File: config.mk
export PLATFORM = sky130hd
export DESIGN_NAME = vga_timing_gen
export DESIGN_NICKNAME = d
export VERILOG_FILES = /design/src/rtl/vga_pkg.sv /design/src/rtl/vga_axis_counter.sv /design/src/rtl/vga_timing_gen.sv
export SDC_FILE = /design/constraint.sdc
export NUM_CORES = 1
export LEC_CHECK = 0
export CAP_MARGIN = 30
export CORE_ASPECT_RATIO = 0.9
export CORE_MARGIN = 2
export CORE_UTILIZATION = 40
export DETAILED_ROUTE_END_ITERATION = 12
export GPL_TIMING_DRIVEN = 0
export PLACE_DENSITY = 0.75
export SYNTH_ARGS = -nofsm -noshare
export SYNTH_HDL_FRONTEND = slang
export SYNTH_SLANG_ARGS = --single-unit
export TNS_END_PERCENT = 30
File: constraint.sdc
create_clock -name clk_in -period 2.5 [get_ports clk_in]
set_input_delay 0.25 -clock clk_in [delete_from_list [all_inputs] [get_ports clk_in]]
set_output_delay 0.25 -clock clk_in [all_outputs]
set_load 0.02 [all_outputs]
File: src/rtl/vga_pkg.sv
// vga_pkg: shared VGA 640x480@60 timing constants, board grid dimensions and
// the colour constants used by the downstream colour driver.
// Optional feature macro used by vga_timing_gen: VGA_TIMING_CELL_EN.
package vga_pkg;

    // Pixel clock divider: system clock cycles per pixel
    localparam int unsigned VGA_CLK_DIV   = 4;

    // Horizontal segments in pixels
    localparam int unsigned VGA_H_VISIBLE = 640;
    localparam int unsigned VGA_H_FRONT   = 16;
    localparam int unsigned VGA_H_SYNC    = 96;
    localparam int unsigned VGA_H_BACK    = 48;

    // Vertical segments in lines
    localparam int unsigned VGA_V_VISIBLE = 480;
    localparam int unsigned VGA_V_FRONT   = 10;
    localparam int unsigned VGA_V_SYNC    = 2;
    localparam int unsigned VGA_V_BACK    = 33;

    // Board cell size and grid
    localparam int unsigned VGA_CELL_W    = 80;
    localparam int unsigned VGA_CELL_H    = 60;
    localparam int unsigned VGA_GRID_W    = 8;
    localparam int unsigned VGA_GRID_H    = 8;

    // Output widths
    localparam int unsigned VGA_POS_W      = 10;
    localparam int unsigned VGA_CELL_IDX_W = 3;
    localparam int unsigned VGA_OFF_X_W    = 7;
    localparam int unsigned VGA_OFF_Y_W    = 6;

    // Sum of the four segments of one axis
    function automatic int unsigned seg_total(input int unsigned vis,
                                              input int unsigned front,
                                              input int unsigned sync,
                                              input int unsigned back);
        return vis + front + sync + back;
    endfunction

    localparam int unsigned VGA_H_TOTAL      = seg_total(VGA_H_VISIBLE, VGA_H_FRONT, VGA_H_SYNC, VGA_H_BACK);
    localparam int unsigned VGA_V_TOTAL      = seg_total(VGA_V_VISIBLE, VGA_V_FRONT, VGA_V_SYNC, VGA_V_BACK);
    // Sync windows are [START, END)
    localparam int unsigned VGA_H_SYNC_START = VGA_H_VISIBLE + VGA_H_FRONT;
    localparam int unsigned VGA_H_SYNC_END   = VGA_H_SYNC_START + VGA_H_SYNC;
    localparam int unsigned VGA_V_SYNC_START = VGA_V_VISIBLE + VGA_V_FRONT;
    localparam int unsigned VGA_V_SYNC_END   = VGA_V_SYNC_START + VGA_V_SYNC;

    // 12-bit colour shared with the driver
    typedef struct packed {
        logic [3:0] r;
        logic [3:0] g;
        logic [3:0] b;
    } vga_rgb_t;

    localparam vga_rgb_t VGA_BLACK      = '{r: 4'h0, g: 4'h0, b: 4'h0};
    localparam vga_rgb_t VGA_WHITE      = '{r: 4'hF, g: 4'hF, b: 4'hF};
    localparam vga_rgb_t VGA_CELL_LIGHT = '{r: 4'hE, g: 4'hD, b: 4'hB};
    localparam vga_rgb_t VGA_CELL_DARK  = '{r: 4'h8, g: 4'h5, b: 4'h3};

endpackage

File: src/rtl/vga_axis_counter.sv
// vga_axis_counter: one raster axis (horizontal or vertical).
// Ports:
//   clk_i, rst_ni  clock, async active-low reset
//   en_i           advance by one position this cycle
//   pos_o          registered position presented to the driver (resets to 0)
//   nxt_c_o        combinational value the position takes on this edge
//   sync_n_o       registered active-low sync, low for positions in [SYNC_START, SYNC_END)
//   wrap_c_o       combinational, high when en_i and the counter wraps to 0
module vga_axis_counter
    import vga_pkg::*;
#(
    parameter int unsigned TOTAL      = VGA_H_TOTAL,
    parameter int unsigned SYNC_START = VGA_H_SYNC_START,
    parameter int unsigned SYNC_END   = VGA_H_SYNC_END,
    parameter int unsigned W          = VGA_POS_W
) (
    input  logic         clk_i,
    input  logic         rst_ni,
    input  logic         en_i,
    output logic [W-1:0] pos_o,
    output logic [W-1:0] nxt_c_o,
    output logic         sync_n_o,
    output logic         wrap_c_o
);

    localparam logic [W-1:0] LAST = W'(TOTAL - 1);

    logic [W-1:0] cnt_q, cnt_d;
    logic [W-1:0] pos_q;
    logic         sync_n_q, sync_n_d;
    logic         wrap_c;

    // Next count and sync level
    always_comb begin
        wrap_c   = en_i && (cnt_q == LAST);
        cnt_d    = cnt_q;
        if (en_i) begin
            cnt_d = wrap_c ? '0 : cnt_q + W'(1);
        end
        sync_n_d = !((cnt_d >= W'(SYNC_START)) && (cnt_d < W'(SYNC_END)));
    end

    // Internal counter starts at the last position so the first advance lands on 0,
    // while the presented position resets to 0 independently.
    always_ff @(posedge clk_i or negedge rst_ni) begin
        if (!rst_ni) begin
            cnt_q    <= LAST;
            pos_q    <= '0;
            sync_n_q <= 1'b1;
        end else if (en_i) begin
            cnt_q    <= cnt_d;
            pos_q    <= cnt_d;
            sync_n_q <= sync_n_d;
        end
    end

    assign pos_o    = pos_q;
    assign nxt_c_o  = cnt_d;
    assign sync_n_o = sync_n_q;
    assign wrap_c_o = wrap_c;

endmodule

File: src/rtl/vga_timing_gen.sv
// vga_timing_gen: 640x480@60 VGA raster timing from the 100 MHz system clock.
// Optional macro VGA_TIMING_CELL_EN builds the incremental board cell/offset
// counters; without it cell_x/cell_y/offset_x/offset_y are tied to 0.
// Ports:
//   clk_in, rst_n          system clock, async active-low reset
//   pixel_tick             high for the first clk_in cycle of every pixel
//   current_row/line       horizontal 0..H_TOTAL-1 / vertical 0..V_TOTAL-1
//   enable                 visible-area flag
//   hsync, vsync           active-low sync
//   frame_start            one-cycle pulse with the (0,0) pixel
//   cell_x/y, offset_x/y   board cell under the beam and position inside it
module vga_timing_gen
    import vga_pkg::*;
#(
    parameter int unsigned CLK_DIV   = VGA_CLK_DIV,
    parameter int unsigned H_VISIBLE = VGA_H_VISIBLE,
    parameter int unsigned H_FRONT   = VGA_H_FRONT,
    parameter int unsigned H_SYNC    = VGA_H_SYNC,
    parameter int unsigned H_BACK    = VGA_H_BACK,
    parameter int unsigned V_VISIBLE = VGA_V_VISIBLE,
    parameter int unsigned V_FRONT   = VGA_V_FRONT,
    parameter int unsigned V_SYNC    = VGA_V_SYNC,
    parameter int unsigned V_BACK    = VGA_V_BACK
`ifdef VGA_TIMING_CELL_EN
   ,parameter int unsigned CELL_W    = VGA_CELL_W,
    parameter int unsigned CELL_H    = VGA_CELL_H
`endif
) (
    input  logic                      clk_in,
    input  logic                      rst_n,
    output logic                      pixel_tick,
    output logic [VGA_POS_W-1:0]      current_row,
    output logic [VGA_POS_W-1:0]      current_line,
    output logic                      enable,
    output logic                      hsync,
    output logic                      vsync,
    output logic                      frame_start,
    output logic [VGA_CELL_IDX_W-1:0] cell_x,
    output logic [VGA_CELL_IDX_W-1:0] cell_y,
    output logic [VGA_OFF_X_W-1:0]    offset_x,
    output logic [VGA_OFF_Y_W-1:0]    offset_y
);

    localparam int unsigned DIV_W   = (CLK_DIV > 1) ? $clog2(CLK_DIV) : 1;
    localparam int unsigned H_TOTAL = seg_total(H_VISIBLE, H_FRONT, H_SYNC, H_BACK);
    localparam int unsigned V_TOTAL = seg_total(V_VISIBLE, V_FRONT, V_SYNC, V_BACK);

    logic [DIV_W-1:0]     div_q, div_d;
    logic                 adv_c;
    logic                 pixel_tick_q;
    logic                 frame_start_q;
    logic                 enable_q, enable_d;
    logic [VGA_POS_W-1:0] h_nxt, v_nxt;
    logic                 h_wrap, v_wrap;

    // Pixel clock divider; adv_c marks the edge on which the beam advances
    always_comb begin
        adv_c = (div_q == DIV_W'(CLK_DIV - 1));
        div_d = adv_c ? '0 : div_q + DIV_W'(1);
    end

    vga_axis_counter #(
        .TOTAL      (H_TOTAL),
        .SYNC_START (H_VISIBLE + H_FRONT),
        .SYNC_END   (H_VISIBLE + H_FRONT + H_SYNC),
        .W          (VGA_POS_W)
    ) u_h_axis (
        .clk_i    (clk_in),
        .rst_ni   (rst_n),
        .en_i     (adv_c),
        .pos_o    (current_row),
        .nxt_c_o  (h_nxt),
        .sync_n_o (hsync),
        .wrap_c_o (h_wrap)
    );

    // Vertical axis steps only on the horizontal wrap
    vga_axis_counter #(
        .TOTAL      (V_TOTAL),
        .SYNC_START (V_VISIBLE + V_FRONT),
        .SYNC_END   (V_VISIBLE + V_FRONT + V_SYNC),
        .W          (VGA_POS_W)
    ) u_v_axis (
        .clk_i    (clk_in),
        .rst_ni   (rst_n),
        .en_i     (h_wrap),
        .pos_o    (current_line),
        .nxt_c_o  (v_nxt),
        .sync_n_o (vsync),
        .wrap_c_o (v_wrap)
    );

    // Visible-area flag for the position being loaded
    always_comb begin
        enable_d = (h_nxt < VGA_POS_W'(H_VISIBLE)) && (v_nxt < VGA_POS_W'(V_VISIBLE));
    end

    // Strobes and enable; v_wrap already implies an advance with a line wrap
    always_ff @(posedge clk_in or negedge rst_n) begin
        if (!rst_n) begin
            div_q         <= '0;
            pixel_tick_q  <= 1'b0;
            frame_start_q <= 1'b0;
            enable_q      <= 1'b0;
        end else begin
            div_q         <= div_d;
            pixel_tick_q  <= adv_c;
            frame_start_q <= v_wrap;
            if (adv_c) begin
                enable_q <= enable_d;
            end
        end
    end

    assign pixel_tick  = pixel_tick_q;
    assign frame_start = frame_start_q;
    assign enable      = enable_q;

`ifdef VGA_TIMING_CELL_EN
    logic [VGA_CELL_IDX_W-1:0] cell_x_q, cell_x_d, cell_y_q, cell_y_d;
    logic [VGA_OFF_X_W-1:0]    off_x_q, off_x_d;
    logic [VGA_OFF_Y_W-1:0]    off_y_q, off_y_d;

    // Cells step only while the position being loaded is still visible, so they
    // freeze at the last cell/offset through blanking and clear on the axis wrap.
    always_comb begin
        cell_x_d = cell_x_q;
        off_x_d  = off_x_q;
        cell_y_d = cell_y_q;
        off_y_d  = off_y_q;

        if (h_wrap) begin
            cell_x_d = '0;
            off_x_d  = '0;
        end else if (adv_c && (h_nxt < VGA_POS_W'(H_VISIBLE))) begin
            if (off_x_q == VGA_OFF_X_W'(CELL_W - 1)) begin
                off_x_d  = '0;
                cell_x_d = cell_x_q + VGA_CELL_IDX_W'(1);
            end else begin
                off_x_d  = off_x_q + VGA_OFF_X_W'(1);
            end
        end

        if (v_wrap) begin
            cell_y_d = '0;
            off_y_d  = '0;
        end else if (h_wrap && (v_nxt < VGA_POS_W'(V_VISIBLE))) begin
            if (off_y_q == VGA_OFF_Y_W'(CELL_H - 1)) begin
                off_y_d  = '0;
                cell_y_d = cell_y_q + VGA_CELL_IDX_W'(1);
            end else begin
                off_y_d  = off_y_q + VGA_OFF_Y_W'(1);
            end
        end
    end

    always_ff @(posedge clk_in or negedge rst_n) begin
        if (!rst_n) begin
            cell_x_q <= '0;
            off_x_q  <= '0;
            cell_y_q <= '0;
            off_y_q  <= '0;
        end else begin
            cell_x_q <= cell_x_d;
            off_x_q  <= off_x_d;
            cell_y_q <= cell_y_d;
            off_y_q  <= off_y_d;
        end
    end

    assign cell_x   = cell_x_q;
    assign offset_x = off_x_q;
    assign cell_y   = cell_y_q;
    assign offset_y = off_y_q;
`else
    assign cell_x   = '0;
    assign offset_x = '0;
    assign cell_y   = '0;
    assign offset_y = '0;
`endif

endmodule
== Word-level counts from Yosys, hierarchy flattened ==
Index checks and enable logic that the tools add are counted.
Widths: inputs -> output; s select.

* Add/subtract/negate cells: 3
* Order comparisons: 6
* Equality and inequality tests: 3
* Multiplexer cells: 5
* Reductions and logical operators: 7

{| class="wikitable"
|+ Operators with widths
! kind !! number
|-
| $mux 10 || 4
|-
| $add 10x1->10 const B || 2
|-
| $eq 10x10->1 const B || 2
|-
| $lt 10x10->1 const B || 2
|-
| $lt 10x9->1 const B || 2
|-
| $ge 10x10->1 const B || 1
|-
| $ge 10x9->1 const B || 1
|-
| $logic_and 1x1->1 || 5
|-
| $add 2x1->2 const B || 1
|-
| $eq 2x2->1 const B || 1
|-
| $logic_not 1->1 || 2
|-
| $mux 2 || 1
|}

* Flip-flop bits (word level): 47
* Input bits: 2
* Output and inout port bits: 44
* Logic and storage cells: 34

== Longest topological paths before layout ==
* Depth in word-level cells: 8
* Gate-level depth with buffers: 7
* Mapped depth without buffers: 7

== By module ==
From an unflattened synthesis, not the netlist that was laid out.

* Cell total of the unflattened synthesis: 256
* Area total of the unflattened synthesis: 2,401.1 sq um

{| class="wikitable"
|+ By module, submodules not included
! module !! times used !! cells each !! area an instance (sq um) !! seq. area each (sq um)
|-
| vga_axis_counter at u_h_axis || 1 || 112 || 1,077.3 || 460.4
|-
| vga_axis_counter at u_v_axis || 1 || 112 || 1,004.7 || 355.3
|-
| vga_timing_gen || 1 || 32 || 319.1 || 125.1
|}

== Worst setup path before layout ==
Ideal clock, no wire load.

* Path type: register to register
* Start point: register u_h_axis.cnt_q[0]
* End point: register u_v_axis.sync_n_q, in the netlist u_v_axis.sync_n_o
* Arrival time: 2.132 ns
* Required time: 2.417 ns
* Slack: 0.284 ns
* Stages on the path, launching flop included: 8
* Buffers on the path: 1
* Clock period less this slack: 2.216 ns
* Path through: dfstp_2 > ha_1 > nand4_1 > or3b_1 > buf_6 > a2111oi_4 > o21bai_2 > o32a_1

* Cells in the longest elaborated chain, start to end: 8
* Elaborated cells on any way between the ends: 9
* Classes of those cells: order compare: 2; eq/ne: 1; mux: 2; reduce/logical: 4

{| class="wikitable"
|+ Ends and longest elaborated chain
! element !! line !! source
|-
| start, declared || vga_axis_counter.sv:28 || <nowiki>logic [W-1:0] cnt_q, cnt_d;</nowiki>
|-
| start signal, assigned || vga_axis_counter.sv:51 || <nowiki>cnt_q <= cnt_d;</nowiki>
|-
| $eq 10x10->1 * || vga_axis_counter.sv:35 || <nowiki>wrap_c = en_i && (cnt_q == LAST);</nowiki>
|-
| $logic_and 1x1->1 * || vga_axis_counter.sv:35 ||
|-
| $logic_and 1x1->1 || vga_axis_counter.sv:35 ||
|-
| $mux 10 || vga_axis_counter.sv:38 || <nowiki>cnt_d = wrap_c ? '0 : cnt_q + W'(1);</nowiki>
|-
| $mux 10 || vga_axis_counter.sv:37 || <nowiki>if (en_i) begin</nowiki>
|-
| $ge 10x9->1 or $lt 10x9->1 (tied branches) || vga_axis_counter.sv:40 || <nowiki>sync_n_d = !((cnt_d >= W'(SYNC_START)) && (cnt_d < W'(SYNC_END)));</nowiki>
|-
| $logic_and 1x1->1 || vga_axis_counter.sv:40 ||
|-
| $logic_not 1->1 || vga_axis_counter.sv:40 ||
|-
| end signal, assigned || vga_axis_counter.sv:53 || <nowiki>sync_n_q <= sync_n_d;</nowiki>
|-
| end, declared || vga_axis_counter.sv:30 || <nowiki>logic sync_n_q, sync_n_d;</nowiki>
|}

Every way passes the cells marked *; elsewhere a longest branch is shown, timed or not.
A chain may end at the register's enable or synchronous reset.

== Worst setup path after layout ==
Ends and elaborated chain as after synthesis.

==> metrics.md <==
| Metric | Value |
|---|---|
| Int Power | `0.919 mW` |
| Antenna Violating Nets Remaining | `0` |
| Top cell type's share of synthesized area | `28.8%` |
| Net Sw Frac | `21.6%` |
| Fin area | `2720 um^2` |
| Initial antenna violation count | `0` |
| Largest family of logic cells by synthesized area | `simple AND/OR/NAND/NOR gates` |
| Wire length of the first global-routing pass | `6960 um` |
| Post-synth EDFFs | `0` |
| Maximum vdd drop | `0.000245 V` |
| Largest net degree at the start of global routing | `38` |
| Die H | `73.9 um` |
| Max frequency | `0.422 GHz` |
| Max-slew violation count | `0` |
| R2R cell count | `8` |
| Largest fanout on the critical path | `10` |
| Buf+Inv Stages, Crit Path | `2` |
| Top-level port count | `46` |
| Post-Synth Simple-Gate Area | `19.2%` |
| Multi-input gate area | `991 um^2` |
| GR Overflow Total | `0` |
| Non-filler cells, final | `341` |
| Post-Synth Adder-Cell Area | `2.30%` |
| Placed Cells | `331` |
| Initial core utilization | `41.4%` |
| Vias in the first global route | `1517` |
| Inserted Clock Buffers | `5` |
| Commonest non-fill, non-tap cell in the layout | `buf_4` |
| Max Root-Sink Buffers | `2` |
| XOR/XNOR Fraction of Synth Area | `5.24%` |
| Final worst setup slack | `0.133 ns` |
| Register area share after synthesis | `43.3%` |
| Post-DP HPWL | `3020 um` |
| Power Density | `431 nW/um^2` |
| R2r endpoint | `u_v_axis.sync_n_o` |
| Proportion of layout cells with a drive suffix above 1 | `26.3%` |
| Place WS | `0.0691 ns` |
| Sw power | `0.254 mW` |
| TritonCTS sink count | `37` |
| Cell family with most CP delay | `compound AO/OA/AOI/OAI gates` |
| Die ar. | `6040 um^2` |
| WP data arrival | `2.59 ns` |
| Port bufs | `26` |
| Min-Delay Path Class | `input pin to async pin` |
| Synth Register Bits | `37` |
| CP peak stage delay | `0.57 ns` |
| # Max-Cap Violations | `0` |
| Reg2reg setup slack | `0.13 ns` |
| Critical path data required time | `2.72 ns` |
| Slowest cell on the critical path | `dfstp_2` |
| Via count | `1634` |
| Setup TNS | `0 ns` |
| Critical path type | `register to register` |
| Skew-Pair Late Insertion Delay | `0.29 ns` |
| Sequential Area | `941 um^2` |
| DR iter-0 viols | `180` |
| Synth Area per Inst | `9.88 um^2` |
| Clock network power share | `43.8%` |
| Drt wl/cell | `12.3 um` |
| Nets | `279` |
| GR Util All Layers | `15.1%` |
| Post-synth ARST share | `100%` |
| Compound-gate portion of the synthesized area | `13.0%` |
| GPL Wtd Cong | `0.921` |
| Final Hold Fails | `0` |
| Slew HR | `46.1%` |
| Die Wd | `81.7 um` |
| Drt pass-1 iters | `4` |
| RSZ-0062 raised after global routing | `false` |
| Post-DP Area | `2580 um^2` |
| Status | `finished clean` |
| Detailed Route WL | `4200 um` |
| CP startpoint kind | `register` |
| TritonCTS clock tree | `yes` |
| Core ar. | `5260 um^2` |
| Synth area leader | `dfrtp_1` |
| Most area-consuming cells after synthesis | `dfrtp_1, dfstp_2, buf_4` |
| Filler cells | `482` |
| Tmin final | `2.37 ns` |
| Worst R2R Start | `u_h_axis.cnt_q[0]` |
| Final setup skew | `0.00594 ns` |
| Final hold slack | `0.0480 ns` |
| Yosys warns | `0` |
| Critical-path cell list | `ha_1 -> nand4_1 -> buf_4 -> or3b_1 -> buf_6 -> a2111oi_4 -> o21bai_2 -> o32a_1` |
| Power share of the combinational group | `5.1%` |
| Synth cell types | `56` |
| Drc violations | `0` |
| Root Buffer | `clkbuf_8` |
| Row count | `25` |
| Most frequent cells in the layout | `buf_4, dfrtp_1, clkdlybuf4s50_1, conb_1, nand2_1` |
| Top_reg_cell synth | `dfrtp_1` |
| CP Capture Type | `register` |
| Tot Pwr | `1.17 mW` |
| Via/cell ratio | `4.79` |
| Slew @ Worst Pin | `0.809 ns` |
| Finished Core Util | `51.7%` |
| Reg clk slew, reported paths | `0.08 ns` |
| Post-Syn Area | `2170 um^2` |
| Area grow syn2layout | `25.1%` |
| Mux contribution to synthesized area | `2.01%` |
| Syn Inst Count | `220` |
| Sequential power share | `51.1%` |
| Period utilization | `94.7%` |
| Final setup viols | `0` |
| Antenna diode count | `0` |
| H-tree depth | `2` |
| Lkg Pwr | `1.18 nW` |
[state kept, by name, indices dropped and copies added, names as in the netlist]
name	count
pixel_tick	1
div_q	2
frame_start	1
u_h_axis.cnt_q	7
u_v_axis.cnt_q	3
u_v_axis.sync_n_o	1
enable	1
u_h_axis.sync_n_o	1
u_v_axis.pos_o	10
u_h_axis.pos_o	10
[cells in the mapped netlist (all sizes together), types with 2 or more instances]
master and n:
and2 2, nand4b 2, a22o 2, dfrtp 25
nand3 9, dfstp 12, buf 34, a211oi 2
a2111oi 2, clkbuf 2, nand4 4, or3b 2
o21ai 11, nor2 16, or2 3, a31oi 2
ha 4, nand2 18, or3 3, xnor2 9
a21oi 6, and3 2, o21a 2, mux2 3
nor2b 2, inv 14, nor4b 3, o31ai 2
nor4 2, xor2 4
[cells by family after synthesis]
kind of cell | after synthesis
adder cells (fa/ha/maj) | 4
other | 1
AND/OR/NAND/NOR | 73
buffers and inverters | 50
AO/OA/AOI/OAI | 38
XOR/XNOR | 13
flip-flops | 37
multiplexers | 4
[final cells by class]
cell class,instances,share of cell area [%]
Inverter,14,1.93
Multi-Input combinational cell,151,36.4
Sequential cell,37,34.6
Clock buffer,6,2.67
Clock inverter,2,1.43
Timing Repair Buffer,28,9.94
Tap cell,67,3.08
Buffer,36,9.89
[what timing repair did]
action / CTS / global route
buffers inserted: 0 / 2
setup endpoints to repair: 0 / 7
gates resized for setup: 0 / 2
hold buffers: 0 / 0
[worst max path at each step]
stage / start / to / slack, ns / cells past startpoint
finish: u_h_axis.cnt_q[0] / u_v_axis.sync_n_o / 0.13 / 8
global route: u_h_axis.cnt_q[0] / u_v_axis.sync_n_o / 0.006 / 8
CTS: u_h_axis.cnt_q[0] / u_v_axis.sync_n_o / 0.06 / 7
detailed placement: u_h_axis.cnt_q[0] / u_v_axis.sync_n_o / 0.07 / 7
global placement: u_h_axis.cnt_q[0] / u_v_axis.sync_n_o / 0.11 / 7
floorplan: u_h_axis.cnt_q[0] / u_v_axis.sync_n_o / 0.28 / 7
[power by group through the flow]
| stage | combinational (mW) | sequential, mW | clock [mW] |
|---|---|---|---|
| after global placement | 0.0608 | 0.610 | 0 |
| final | 0.0603 | 0.599 | 0.513 |
| after global routing | 0.0661 | 0.599 | 0.559 |
| after CTS | 0.0602 | 0.599 | 0.528 |
| after floorplan | 0.0475 | 0.610 | 0 |
| after detailed placement | 0.0604 | 0.610 | 0 |
[routing by layer]
layer | wire, um | global-route usage (%) | up-vias
met1 | 2030 | 21.1 | 757
met5 | 0 | 0 | -
met4 | 80 | 5.56 | 0
met3 | 252 | 3.88 | 7
met2 | 1840 | 22.8 | 52
li1 | - | - | 818
Power figures use the tool's default switching activity.
